--- src/rtl/sign_restore_pkg.sv ---
// Shared multiplier-datapath constants: default product width, latency and
// the sign-restore FSM state encoding.
package sign_restore_pkg;

  localparam int SR_WIDTH         = 16;
  localparam int SIGN_RESTORE_LAT = SR_WIDTH + 1;

  typedef enum logic [1:0] {
    IDLE  = 2'd0,
    SHIFT = 2'd1,
    DONE  = 2'd2
  } stateT;

endpackage

--- src/rtl/sign_restore_serial_negate_bit.sv ---
// One-bit serial two's complement cell: copy bits through the first 1,
// invert every later bit when negation is requested.
module serial_negate_bit (
  input  logic b,
  input  logic seenOne,
  input  logic neg,
  output logic o,
  output logic seenOneNext
);

  assign o           = (neg & seenOne) ? ~b : b;
  assign seenOneNext = seenOne | b;

endmodule

--- src/rtl/sign_restore.sv ---
// Re-applies the product sign to an unsigned magnitude, one bit per clock LSB-first.
// Optional SIGN_RESTORE_FAST_EN: non-negative or zero requests skip the serial pass.
module sign_restore
  import sign_restore_pkg::*;
#(
  parameter int WIDTH = SR_WIDTH
) (
  input  logic             clk,
  input  logic             reset,
  input  logic             start,
  input  logic [WIDTH-1:0] mag,
  input  logic             sign_a,
  input  logic             sign_b,
  output logic             busy,
  output logic             done,
  output logic [WIDTH-1:0] result,
  output logic             ovf
);

  localparam int CW = (WIDTH > 2) ? $clog2(WIDTH) : 1;
  localparam logic [CW-1:0]    LAST    = CW'(WIDTH - 1);
  localparam logic [WIDTH-1:0] MIN_NEG = {1'b1, {(WIDTH-1){1'b0}}};

  // Handshake: start is sampled only in IDLE; busy is high from the capture
  // edge until done drops; done is a single-cycle pulse with result/ovf valid.
  stateT            state;
  logic [WIDTH-1:0] sr;
  logic [WIDTH-1:0] acc;
  logic [CW-1:0]    counter;
  logic             seenOne;
  logic             neg;
  logic             ovfPend;

  logic capNeg;
  logic capOvf;
  logic bitOut;
  logic seenNext;

  assign capNeg = sign_a ^ sign_b;
  // -2^(WIDTH-1) is the one negative value whose magnitude has the MSB set.
  assign capOvf = capNeg ? (mag > MIN_NEG) : mag[WIDTH-1];

  serial_negate_bit uNegBit (
    .b          (sr[0]),
    .seenOne    (seenOne),
    .neg        (neg),
    .o          (bitOut),
    .seenOneNext(seenNext)
  );

`ifdef SIGN_RESTORE_FAST_EN
  logic fastPath;
  assign fastPath = ~capNeg | (mag == '0);
`endif

  always_ff @(posedge clk) begin
    if (reset) begin
      state   <= IDLE;
      sr      <= '0;
      acc     <= '0;
      counter <= '0;
      seenOne <= 1'b0;
      neg     <= 1'b0;
      ovfPend <= 1'b0;
      busy    <= 1'b0;
      done    <= 1'b0;
      result  <= '0;
      ovf     <= 1'b0;
    end else begin
      case (state)
        IDLE: begin
          if (start) begin
            sr      <= mag;
            neg     <= capNeg;
            ovfPend <= capOvf;
            counter <= '0;
            seenOne <= 1'b0;
            busy    <= 1'b1;
`ifdef SIGN_RESTORE_FAST_EN
            if (fastPath) begin
              result <= mag;
              ovf    <= capOvf;
              done   <= 1'b1;
              state  <= DONE;
            end else begin
              state  <= SHIFT;
            end
`else
            state   <= SHIFT;
`endif
          end
        end
        SHIFT: begin
          sr      <= sr >> 1;
          acc     <= {bitOut, acc[WIDTH-1:1]};
          seenOne <= seenNext;
          counter <= counter + 1'b1;
          if (counter == LAST) begin
            result <= {bitOut, acc[WIDTH-1:1]};
            ovf    <= ovfPend;
            done   <= 1'b1;
            state  <= DONE;
          end
        end
        DONE: begin
          done  <= 1'b0;
          busy  <= 1'b0;
          state <= IDLE;
        end
        default: begin
          done  <= 1'b0;
          busy  <= 1'b0;
          state <= IDLE;
        end
      endcase
    end
  end

endmodule

--- config.mk ---
export PLATFORM = sky130hd
export DESIGN_NAME = sign_restore
export DESIGN_NICKNAME = d
export VERILOG_FILES = /design/src/rtl/sign_restore_pkg.sv /design/src/rtl/sign_restore_serial_negate_bit.sv /design/src/rtl/sign_restore.sv
export SDC_FILE = /design/constraint.sdc
export NUM_CORES = 1
export LEC_CHECK = 0
export BUFFER_PORTS_ARGS = -buffer_cell sky130_fd_sc_hd__buf_2
export CAP_MARGIN = 20
export CORE_UTILIZATION = 50
export DETAILED_ROUTE_END_ITERATION = 7
export PLACE_DENSITY_LB_ADDON = 0.05
export SLEW_MARGIN = 30
export SYNTH_ARGS = -nofsm -noshare
export SYNTH_HDL_FRONTEND = slang
export SYNTH_HIERARCHICAL = 1
export SYNTH_SLANG_ARGS = --single-unit
--- constraint.sdc ---
create_clock -name clk -period 3.8 [get_ports clk]
set_clock_uncertainty 0.05 [all_clocks]
set_input_delay 0.57 -clock clk [delete_from_list [all_inputs] [get_ports clk]]
set_output_delay 0.57 -clock clk [all_outputs]
set_load 0.01 [all_outputs]
=== Yosys cells after proc, flatten, opt, wreduce, memory -nomap -nowiden ===
Index checks and enable logic that the tools add are counted.

* Multipliers: 0
* Magnitude comparators: 1
* Divide/modulo/power cells: 0
* $add $sub $neg: 1
* Reductions and logical operators: 8
* Bitwise operators: 6
* Muxes and demuxes: 15
* Equality and inequality tests: 4
* Shifts and indexed selects: 0

{| class="wikitable"
|+ Operator list
! cell !! count
|-
| one-hot mux 16 bit (2 select lines) || 1
|-
| greater-than comparator 16 bit, second input constant || 1
|-
| 2-to-1 mux 16 bit || 1
|-
| AND reduction 2 bit || 6
|-
| one-hot mux 4 bit (2 select lines) || 1
|-
| one-hot mux 1 bit (2 select lines) || 3
|-
| 2-to-1 mux 1 bit || 5
|-
| adder 4 x 1 -> 4 bit, second input constant || 1
|-
| equality test 4 bit, second input constant || 1
|-
| 2-to-1 mux 2 bit || 2
|-
| 2-to-1 mux 4 bit || 1
|-
| inequality test 2 bit, second input constant || 2
|-
| one-hot mux 2 bit (2 select lines) || 1
|-
| inverter 1 bit || 3
|-
| equality test 2 x 1 -> 1 bit, second input constant || 1
|-
| logical NOT 2 bit || 1
|-
| nonzero test 2 bit || 1
|-
| AND 1 bit || 1
|-
| bitwise OR 1 bit || 1
|-
| bitwise XOR 1 bit || 1
|}

* Bits in latches: 0
* Word-level logic and storage cells: 46
* Output and inout bits: 19
* Memories kept: 0
* Memory bits (read-only): 0
* Input port bits: 21
* Register bits after elaboration: 60
* Memory bits (writable): 0

=== Logic depth before layout (Yosys ltp) ===
* Word-level depth: 3
* Depth in mapped cells: 6
* Depth with buffers taken out: 4

=== Hierarchy ===
Netlist, hierarchy kept.

{| class="wikitable"
|+ By module, submodules not included
! module !! cells each !! area each (um^2) !! seq. area each (um^2) !! instances
|-
| sign_restore || 316 || 2512.4 || 1181.1 || 1
|-
| serial_negate_bit || 3 || 18.8 || 0.0 || 1
|}

=== Worst setup path after synthesis ===
OpenSTA, ideal clock, no wires.

* Path kind: input-to-reg
* Start point: input mag[6]
* End point: register ovfPend
* Slack: 1.932 ns
* Data required time: 3.628 ns
* Stages on the path: 3
* Setup time: 0.122 ns
* Arrival: 1.696 ns
* Path buffers: 0
* Cell sequence: or4_1 -> o311a_1 -> a311o_1

* Word-level cells in the longest chain between the ends: 2

{| class="wikitable"
|+ RTL lines
! item !! RTL line !! RTL
|-
| start, declared || sign_restore.sv:11 || <nowiki>input logic [WIDTH-1:0] mag,</nowiki>
|-
| greater-than comparator 16 bit || sign_restore.sv:41 || <nowiki>assign capOvf = capNeg ? (mag > MIN_NEG) : mag[WIDTH-1];</nowiki>
|-
| 2-to-1 mux 1 bit || sign_restore.sv:41 ||
|-
| end signal, assigned || sign_restore.sv:75 || <nowiki>ovfPend <= capOvf;</nowiki>
|-
| end, declared || sign_restore.sv:32 || <nowiki>logic ovfPend;</nowiki>
|}

Every way passes these cells.
A chain may end at the register's enable or synchronous reset.

=== Worst setup path in the final report ===
* Start point: register state[0]
* End point: register ovf

* Word-level cells in the longest chain between the ends: 2

{| class="wikitable"
|+ RTL lines
! item !! RTL line !! RTL
|-
| start, declared || sign_restore.sv:26 || <nowiki>stateT state;</nowiki>
|-
| start signal, assigned || sign_restore.sv:58 || <nowiki>state <= IDLE;</nowiki>
|-
| start signal, assigned || sign_restore.sv:89 || <nowiki>state <= SHIFT;</nowiki>
|-
| start signal, assigned || sign_restore.sv:102 || <nowiki>state <= DONE;</nowiki>
|-
| equality test 2 x 1 -> 1 bit || sign_restore.sv:70 || <nowiki>case (state)</nowiki>
|-
| AND reduction 2 bit (no source line) || - ||
|-
| end signal, assigned || sign_restore.sv:100 || <nowiki>ovf <= ovfPend;</nowiki>
|-
| end, declared || sign_restore.sv:17 || <nowiki>output logic ovf</nowiki>
|}

Every way passes these cells.

==> results.txt <==
Main synth FF type - dfxtp_1
CP top delay family - flip-flops
Cell count after synthesis - 319
Initial drt markers - 162
RSZ-0062 raised after global routing - false
Worst Tran Pin Value - 0.936 ns
CTS clock-pin slew for the worst setup and hold paths - 0.06 ns
Wire length of the first global-routing pass - 9.32 mm
Max Fclk - 507 MHz
Req. time, crit path - 4.01 ns
Vias/cell - 5.41
# Max-Cap Violations - 0
Post-synth EDFFs - 0
Final hold vios - 0
Final net count - 367
Die height - 73.2 µm
Worst path slowest cell - dfxtp_1
Worst slew margin - 37.5%
Max VDD drop - 221 µV
Final worst-path cycle share - 51.9%
Yosys warning count - 6
Routed wire length - 5.55 mm
Post-route ant nets - 0
PostCTS Resize Cnt - 0
Area of the multi-input gates - 0.00118 mm²
Synth Cell Area - 0.00253 mm²
Post-synth cell types - 36
Worst hold-check path type - flop to flop
Leak - 1.15 nW
Vias - 2,257
Drt first pass iters - 6
Initial antenna violation count - 0
Worst-case clock buffer depth - 2
CTS sink count - 59
Clk root buf - clkbuf_8
Area delta synth->final - 15.7%
Post-synthesis sequential element count - 59
Crit end category - flop
DRC viols - 0
Setup Fix Bufs, Post-CTS - 0
Clk_lat worst skew - 0.34 ns
Top cells by area, synth - dfxtp_1, a21oi_1, nand2_1
Commonest non-fill, non-tap cells in the layout - a21oi_1, dfxtp_1, buf_2, nand2_1, nor2_1
Post-layout instance area - 0.00293 mm²
Area of placed instances - 0.00274 mm²
P per Cell Area - 460 mW/mm²
Commonest non-fill, non-tap cell in the layout - a21oi_1
Vias in the first global route - 2,033
Placement Setup Slack - 1.78 ns
WP buf/inv - 1
Largest net degree at the start of global routing - 52
Layout cell share with drive strength beyond 1 - 21.4%
Avg Synthesized Cell Area - 7.93 µm²
Final slew viol count - 0
Die Footprint - 0.00535 mm²
GRT overflow - 0
Synth top area share - 46.7%
Core area - 0.00479 mm²
CP arrival - 2.18 ns
Sequential Area - 0.00118 mm²
Initial core utilization - 52.9%
H-tree level count - 3
GPL Wtd Cong - 0.752
WL/cell - 13.3 µm
Row cnt - 25
Die W - 73.2 µm
Ys async rst share - 0%
Critical Path Source Type - flop
Largest area contributor in the netlist - dfxtp_1
Ports - 40
GRT Overall Usage - 22.9%
Worst path max stage delay - 0.94 ns
Crit path kind - flop to flop
Hold_buf cts - 0
Setup WS post-layout - 1.83 ns
CTS Buf Count - 9
Critical Path Fanout Max - 37
Crit path cell chain - nor2b_2 -> buf_4 -> nand3_1 -> a21oi_1
Setup TNS - 0 ns
Fill cells - 464
TritonCTS clock tree - done
Minimum clock period - 1.97 ns
# diodes - 0
Post-Syn Nets - 341
Sequential area share after synthesis - 46.7%
Final setup violation count - 0
Hpwl dp - 3.43 mm
Port Buf Inserts - 39
Status - completed
[cell usage after synthesis (all sizes together) (3+ instances only)]
library cell  count
nand2            36
a21oi            60
nor2b             3
nand3            19
inv              16
nor2             34
o21ai            18
nor3b             3
buf               9
dfxtp            59
a22o              4
o221a            11
clkbuf           19
a221oi            3
[sequential cells by signal (all words and copies together), names as in the netlist]
name / cells
result: 16
ovf: 1
acc: 15
done: 1
busy: 1
seenOne: 1
sr: 16
neg: 1
state: 2
ovfPend: 1
counter: 4
[cell type report]
type	instances	share of cell area, %
clock inverters	5	1.79
flip-flops and latches	59	40.4
clock buffers	11	4.83
well taps	67	2.86
repair buffers	43	7.69
multi-input cells	216	40.4
inverters	16	2.05
[where the power goes]
part / switching [mW] / total, mW / internal, mW
Clock: 0.245 / 0.563 / 0.317
Combinational: 0.0696 / 0.122 / 0.0523
Sequential: 0.0226 / 0.664 / 0.641
Total: 0.338 / 1.35 / 1.01
[metrics by stage]
step / total power [mW] / instances / hold slack (ns) / utilization (%)
finish: 1.35 / 417 / 0.404 / 61.2
global route: 1.40 / 417 / 0.432 / 61.2
CTS: 1.36 / 417 / 0.407 / 61.2
detailed placement: 0.799 / 401 / 0.399 / 57.2
global placement: 0.798 / 401 / 0.393 / 57.1
floorplan: 0.763 / 319 / 0.387 / -
[worst register-to-register path, cell delays in order (launching register included)]
cell and delay (ns):
dfxtp_1 0.94, nor2b_2 0.29, buf_4 0.34, nand3_1 0.14, a21oi_1 0.15
[final timing paths]
| kind | from | to | slack [ns] | depth (start not counted) |
|---|---|---|---|---|
| setup / recovery | state[0]$_SDFFE_PP0P_ | ovf$_SDFFE_PP0P_ | 1.83 | 4 |
| hold / removal | acc[1]$_SDFFE_PP0P_ | acc[1]$_SDFFE_PP0P_ | 0.40 | 2 |
| setup reg to reg | state[0]$_SDFFE_PP0P_ | ovf$_SDFFE_PP0P_ | 1.83 | 4 |
| hold reg to reg | acc[1]$_SDFFE_PP0P_ | acc[1]$_SDFFE_PP0P_ | 0.40 | 2 |
[cells by family (layout without fill, tap and decap cells)]
logic type | after synthesis | after routing | synth area share, %
compound gates | 106 | 106 | 26.0
simple gates | 106 | 106 | 19.1
mux | 1 | 1 | 0.395
fa+ha+maj | 1 | 1 | 0.494
flops | 59 | 59 | 46.7
buf+inv | 44 | 75 | 6.67
xor+xnor | 2 | 2 | 0.692
[routing by layer]
layer / vias up / track usage [%] / wire length (µm)
li1: 1156 / - / -
met1: 1054 / 31.3 / 2820
met2: 36 / 34.0 / 2400
met3: 11 / 4.97 / 215
met4: 0 / 11.8 / 108
met5: - / 0 / 0
No activity file was read; power rests on OpenSTA's default activity.
